<file path="src/rtl/logic_gate_pipe.sv">
// Two-stage valid/ready pipeline applying one of eight bitwise gates across NUM_IN operands.
// Optional completed-transfer counter is built when LOGIC_GATE_PIPE_STATS_EN is defined.
module logic_gate_pipe #(
  parameter int WIDTH  = 8,
  parameter int NUM_IN = 4,
  parameter int CNT_W  = 16
) (
  input  logic                    clk,
  input  logic                    rst,
  input  logic                    in_valid,
  output logic                    in_ready,
  input  logic [NUM_IN*WIDTH-1:0] in_data,
  input  logic [2:0]              in_op,
  output logic                    out_valid,
  input  logic                    out_ready,
  output logic [WIDTH-1:0]        out_data,
  output logic [2:0]              out_op,
  output logic [CNT_W-1:0]        done_cnt
);

  generate
    if (NUM_IN < 2 || WIDTH < 1) begin : g_param_check
      $error("logic_gate_pipe: NUM_IN must be >= 2 and WIDTH >= 1");
    end
  endgenerate

  logic                    s1_valid;
  logic [NUM_IN*WIDTH-1:0] s1_data;
  logic [2:0]              s1_op;
  logic                    s2_free;
  logic                    s1_adv;
  logic                    in_fire;
  logic [WIDTH-1:0]        and_r;
  logic [WIDTH-1:0]        or_r;
  logic [WIDTH-1:0]        xor_r;
  logic [WIDTH-1:0]        result;

  // in_ready depends only on pipeline state and out_ready, never on in_valid
  assign s2_free  = !out_valid || out_ready;
  assign s1_adv   = s1_valid && s2_free;
  assign in_ready = !s1_valid || s2_free;
  assign in_fire  = in_valid && in_ready;

  always_ff @(posedge clk or posedge rst) begin
    if (rst) begin
      s1_valid <= 1'b0;
      s1_data  <= '0;
      s1_op    <= 3'd0;
    end else if (in_fire) begin
      s1_valid <= 1'b1;
      s1_data  <= in_data;
      s1_op    <= in_op;
    end else if (s1_adv) begin
      s1_valid <= 1'b0;
    end
  end

  // Reduce all operands once per gate family; the op then picks or inverts one
  always_comb begin
    and_r  = '1;
    or_r   = '0;
    xor_r  = '0;
    for (int k = 0; k < NUM_IN; k++) begin
      and_r = and_r & s1_data[k*WIDTH +: WIDTH];
      or_r  = or_r  | s1_data[k*WIDTH +: WIDTH];
      xor_r = xor_r ^ s1_data[k*WIDTH +: WIDTH];
    end
    result = '0;
    case (s1_op)
      3'd0: result = and_r;
      3'd1: result = or_r;
      3'd2: result = ~and_r;
      3'd3: result = ~or_r;
      3'd4: result = xor_r;
      3'd5: result = ~xor_r;
      3'd6: result = ~s1_data[WIDTH-1:0];
      3'd7: result = s1_data[WIDTH-1:0];
    endcase
  end

  always_ff @(posedge clk or posedge rst) begin
    if (rst) begin
      out_valid <= 1'b0;
      out_data  <= '0;
      out_op    <= 3'd0;
    end else if (s1_adv) begin
      out_valid <= 1'b1;
      out_data  <= result;
      out_op    <= s1_op;
    end else if (out_ready) begin
      out_valid <= 1'b0;
    end
  end

`ifdef LOGIC_GATE_PIPE_STATS_EN
  localparam logic [CNT_W-1:0] CNT_ONE = CNT_W'(1);
  logic [CNT_W-1:0] cnt;

  // Saturating count of output handshakes
  always_ff @(posedge clk or posedge rst) begin
    if (rst) begin
      cnt <= '0;
    end else if (out_valid && out_ready && (cnt != '1)) begin
      cnt <= cnt + CNT_ONE;
    end
  end

  assign done_cnt = cnt;
`else
  assign done_cnt = '0;
`endif

endmodule

</file>
<file path="config.mk">
export PLATFORM = sky130hd
export DESIGN_NAME = logic_gate_pipe
export DESIGN_NICKNAME = d
export VERILOG_FILES = /design/src/rtl/logic_gate_pipe.sv
export SDC_FILE = /design/constraint.sdc
export NUM_CORES = 1
export LEC_CHECK = 0
export ABC_AREA = 0
export BUFFER_PORTS_ARGS = -buffer_cell sky130_fd_sc_hd__buf_4
export CAP_MARGIN = 25
export CORE_MARGIN = 2
export CORE_UTILIZATION = 36
export CTS_BUF_LIST = sky130_fd_sc_hd__clkbuf_4
export DETAILED_ROUTE_END_ITERATION = 16
export GPL_TIMING_DRIVEN = 0
export PLACE_DENSITY_LB_ADDON = 0.15
export RECOVER_POWER = 50
export SYNTH_ARGS = -nofsm -noshare
export SYNTH_HDL_FRONTEND = slang
export SYNTH_SLANG_ARGS = --single-unit
</file>
<file path="constraint.sdc">
create_clock -name clk -period 3.1 [get_ports clk]
set_input_delay 0 -clock clk [delete_from_list [all_inputs] [get_ports clk]]
set_output_delay 0 -clock clk [all_outputs]
set_load 0.02 [all_outputs]
</file>
# Word level (Yosys, flattened, before mapping)
# Index checks and enable logic that the tools add are counted.
[op_classes] n_reduce_logical=9 bitwise=13 n_mux=5 eq_ne=7
[ops] cell="8-bit one-hot mux with 8 select lines" count=1
[ops] cell="8-bit inverter" count=4
[ops] cell="8-bit bitwise AND" count=3
[ops] cell="8-bit bitwise OR" count=3
[ops] cell="8-bit XOR" count=3
[ops] cell="3-bit equality test, second input constant" count=4
[ops] cell="3-bit by 2-bit equality test with 1-bit output, second input constant" count=2
[ops] cell="1-bit 2-to-1 mux" count=4
[ops] cell="2-bit nonzero test" count=2
[ops] cell="3-bit by 1-bit equality test with 1-bit output, second input constant" count=1
[ops] cell="3-bit logical NOT" count=1
[ops] cell="1-bit logical AND" count=2
[ops] cell="1-bit logical NOT" count=2
[ops] cell="1-bit logical OR" count=2
[word_totals] ff_bits=48 out_inout_bits=29 wordCells=40

# Depth between registers and ports, before layout
[depth] depth_word=5 mapped_depth=6 depth_no_buf=6

# Least setup slack after synthesis
# No wires, ideal clock.
[synth_path] path_kind="register to register" startpoint="register out_valid" endpoint="register s1_data[0]" required_time_ns=2.975 arrival_ns=1.481 setup_slack_ns=1.494 synth_period_minus_slack_ns=1.606 stages_incl_launch_ff=5 path_cell_list="dfrtp_1 nand3b_1 nand2_2 buf_4 mux2_2"
[synth_between] elab_chain_cells=4
[synth_rtl] element="start: declaration" line="14" text="output logic out_valid,"
[synth_rtl] element="start signal: assignment" line="83" text="out_valid <= 1'b0;"
[synth_rtl] element="start signal: assignment" line="87" text="out_valid <= 1'b1;"
[synth_rtl] element="start signal: assignment" line="91" text="out_valid <= 1'b0;"
[synth_rtl] element="1-bit logical NOT" line="39" text="assign s2_free = !out_valid || out_ready;"
[synth_rtl] element="1-bit logical OR" line="39"
[synth_rtl] element="1-bit logical OR" line="41" text="assign in_ready = !s1_valid || s2_free;"
[synth_rtl] element="named net in_ready" line="11" text="output logic in_ready,"
[synth_rtl] element="1-bit logical AND" line="42" text="assign in_fire = in_valid && in_ready;"
[synth_rtl] element="end signal: assignment" line="51" text="s1_data <= in_data;"
[synth_rtl] element="end: declaration" line="28" text="logic [NUM_IN*WIDTH-1:0] s1_data;"
# The timed path passes the listed nets, and every way through them passes these cells.
# A chain may end at the register's enable or synchronous reset.

# Final worst setup path
[layout_path] startpoint="register s1_data[1]" endpoint="register out_data[1]"
[layout_between] elab_chain_cells=5 elab_cells_between_ends=14 cone_classes="1 x mux; 13 x bitwise"
[layout_rtl] element="8-bit XOR, or another cell as far along (3 in a row)" line="66" text="xor_r = xor_r ^ s1_data[k*WIDTH +: WIDTH];"
[layout_rtl] element="8-bit inverter, on equally long branches" line="75, 72, 73"
[layout_rtl] element="8-bit one-hot mux with 8 select lines *" line="69" text="case (s1_op)"
[layout_rtl] element="end signal: assignment" line="88" text="out_data <= result;"
[layout_rtl] element="end: declaration" line="16" text="output logic [WIDTH-1:0] out_data,"
# Every way passes the cells marked *; elsewhere a longest branch is shown, timed or not.

==> run_results.csv <==
group,metric,value,unit
power_and_ir_drop,switching_share,35.8,%
routing,avgViaCountPerCell,4.57,
power_and_ir_drop,leakage,1.85,nW
yosys,synth_top_family_by_area,"multiplexers",
timing,finalCritPeriodShare,52.7,%
yosys,synth_compound_area_share,9.87,%
timing,clock.fmax,612,MHz
routing,ant_nets,0,
yosys,synthSimpleGateAreaFrac,8.27,%
floorplanning,ios,68,
power_and_ir_drop,internal-power,0.00124,W
critical_path,r2r_cells,5,
placed_design,hpwl,4.58,mm
clock_network,cts_setup_buffers,0,
power_and_ir_drop,peakVddDrop,0.231,mV
yosys,ys_ff_latch,48,
routing,first_iter_violations,94,
clock_network,h-tree-depth,2,
critical_path,critPathLaunchType,"flop",
timing,hold_ws,0.393,ns
floorplanning,num_rows,32,
floorplanning,dieArea,8800,µm²
final_layout,drive_gt1_share,30.8,%
timing,setup_violations,0,
clock_network,cts_made_buffers,5,
timing,period_minus_slack,1.63,ns
clock_network,insertion_delay,0.37,ns
global_route,grt_max_degree,26,
power_and_ir_drop,p_comb_share,40.4,%
final_layout,layout.nets,440,
global_route,grt_pass1_wl,10.8,mm
routing,wl,6.62,mm
final_layout,synthToLayoutAreaGrowth,34.9,%
clock_network,clockRootBuffer,"clkbuf_4",
final_layout,nFillCells,752,
timing,finalSetupTns,0,ns
routing,num_vias,2231,
timing,finalClockSkew,0.0141,ns
global_route,track_usage,16.2,%
routing,wl_per_cell,13.6,µm
placed_design,numPortBuffers,51,
yosys,synth.area.mux_share,15.0,%
yosys,synthXorXnorAreaFrac,9.05,%
critical_path,cp_max_fo,5,
global_route,antenna_found_initial,0,
final_layout,finalInstanceArea,3920,µm²
yosys,synthAdderAreaFrac,6.89,%
critical_path,cp-end-kind,"flop",
flow_run,drv_cap,0,
clock_network,clk_path_buf_depth,2,
global_route,grt_overflow,0,
yosys,synth.cell_area,2900,µm²
timing,finalHoldViolCount,0,
critical_path,arrival,1.89,ns
final_layout,antennaDiodeCount,0,
yosys,ys_seq_area_share,41.4,%
min_path,hold_depth,3,
floorplanning,fp.coreArea,7770,µm²
power_and_ir_drop,p_clk_share,15.9,%
floorplanning,start_util,37.4,%
power_and_ir_drop,power_density,494,nW/µm²
floorplanning,dieHeight,93.8,µm
critical_path,cp.required,3.36,ns
routing,dr.pass1.iters,4,
placed_design,place_congestion,0.746,
yosys,yosys_warnings,0,
timing,maxSlewViolCount,0,
timing,slew_headroom,32.0,%
power_and_ir_drop,p_switching,0.000694,W
clock_network,cts_tree,"built",
outcome,status,"completed",
clock_network,cts_resized,0,
timing,worst_slew_pin_slew,1.02,ns
yosys,netlist_instances,272,
routing,route.detailed.drc,0,
timing,grt_setup_unrepaired,"no",
power_and_ir_drop,seqPwrFrac,43.7,%
min_path,min_path_type,"in2reg",
critical_path,critPathKind,"reg2reg",
placed_design,dpl_cell_area,3490,µm²
yosys,avgSynthCellArea,10.7,µm²
global_route,grt_pass1_vias,2117,
clock_network,clock_sinks,48,
yosys,yosysUniqueCellTypes,40,
floorplanning,die_w,93.8,µm
clock_network,clk_pin_slew,0.14,ns
==> critical path, cell delays in order, from the launching register on <==
cell and delay, ns:
dfrtp_1 0.45, inv_1 0.09, ha_1 0.15, or3b_4 0.38
a2111oi_2 0.36, o31ai_1 0.11
==> synthesized netlist by cell type, drive strengths merged <==
cell type   n  area, µm²
a2111oi     1       15.0
a211o       1       8.76
a21o        1       7.51
a21oi       9       45.0
a221oi      1       8.76
a31oi       1       6.26
and2        1       6.26
and4b       1       10.0
buf        25        188
clkbuf      4       16.3
conb        1       3.75
dfrtp      48       1200
ha         16        200
inv        19       71.3
mux2       35        394
mux2i       4       40.0
nand2      16       62.6
nand2b      6       37.5
nand3       6       30.0
nand3b      1       7.51
nand4b      1       8.76
nor2        4       15.0
nor2b       4       25.0
nor3        2       10.0
nor3b       1       7.51
o2111a      1       11.3
o211a       1       10.0
o211ai      4       30.0
o21ai      19       95.1
o221ai      1       8.76
o2bb2ai     2       17.5
o31ai       3       22.5
or3b        2       20.0
xnor2      17        149
xor2       13        114
==> sequential cells by signal, summed over array words and instances (netlist names) <==
name / cells
out_data: 8
out_op: 3
out_valid: 1
s1_data: 32
s1_op: 3
s1_valid: 1
==> power groups by stage <==
| stage | clock [W] | sequential (W) | combinational (W) |
|---|---|---|---|
| final | 0.000307 | 0.000846 | 0.000783 |
| after global routing | 0.000346 | 0.000866 | 0.000867 |
| after CTS | 0.000323 | 0.000848 | 0.000805 |
| after detailed placement | 0 | 0.000861 | 0.000763 |
| after global placement | 0 | 0.000857 | 0.000745 |
| after floorplan | 0 | 0.000888 | 0.000490 |
==> per-layer routing <==
layer	GRT usage, %	up-vias	routed length (µm)
li1	-	1121	-
met1	22.7	1056	3190
met2	26.0	49	3120
met3	2.49	5	247
met4	4.35	0	60
met5	0	-	0
==> cells by family after synthesis <==
logic type | Yosys count
AO/OA/AOI/OAI | 45
XOR/XNOR | 30
adder cells (fa/ha/maj) | 16
buffers and inverters | 48
flip-flops | 48
multiplexers | 39
other | 1
AND/OR/NAND/NOR | 45
==> placed cells by master, fill, tap and decap left out, drive strengths merged, types with 2 or more instances in the layout <==
cell         synthesis  final
clkbuf               4     17
nor2b                4      4
nand3                6      6
xor2                13     13
nand2b               6      6
nor3                 2      2
mux2i                4      4
o31ai                3      3
buf                 25     71
dfrtp               48     48
a21oi                9      9
mux2                35     35
inv                 19     19
o211ai               4      4
xnor2               17     17
or3b                 2      2
nand2               16     16
nor2                 4      4
ha                  16     16
conb                 1     16
o2bb2ai              2      2
o21ai               19     19
dlygate4sd3          0     39
==> repair_timing <==
action | CTS | global route
hold buffers | 39 | 0
endpoints found under the setup margin | 0 | 0
hold endpoints to repair | 61 | 0
==> worst paths after layout <==
kind / from / to / slack, ns
worst max-delay path: s1_data[1] / out_data[1] / 1.47
worst min-delay path: in_data[6] / s1_data[6] / 0.39
worst max register to register: s1_data[1] / out_data[1] / 1.47
worst min register to register: out_op[1] / out_op[1] / 0.51
max in group asynchronous: rst / s1_op[2] / 2.02
min in group asynchronous: rst / out_data[6] / 0.42
==> through the flow <==
step           cells  util (%)  worst slack [ns]  power, W
4_1_cts          488      50.7              1.46   0.00198
5_1_grt          488      50.5              1.36   0.00208
6_report         488      50.5              1.47   0.00194
3_5_place_dp     441      44.9              1.47   0.00162
2_1_floorplan    287         -              1.49   0.00138
3_3_place_gp     440      44.7              1.23   0.00160
==> cell type report <==
class	instances	area, µm²	share of cell area, %
inverter	19	71.3	1.82
clock buffer	7	52.6	1.34
timing repair buffer	91	774	19.8
tap	102	128	3.26
buffer	29	204	5.20
sequential	48	1200	30.7
clock inverter	1	3.75	0.0958
multi-input combinational	191	1480	37.9
Note: power is estimated with default switching activity, not from simulation.
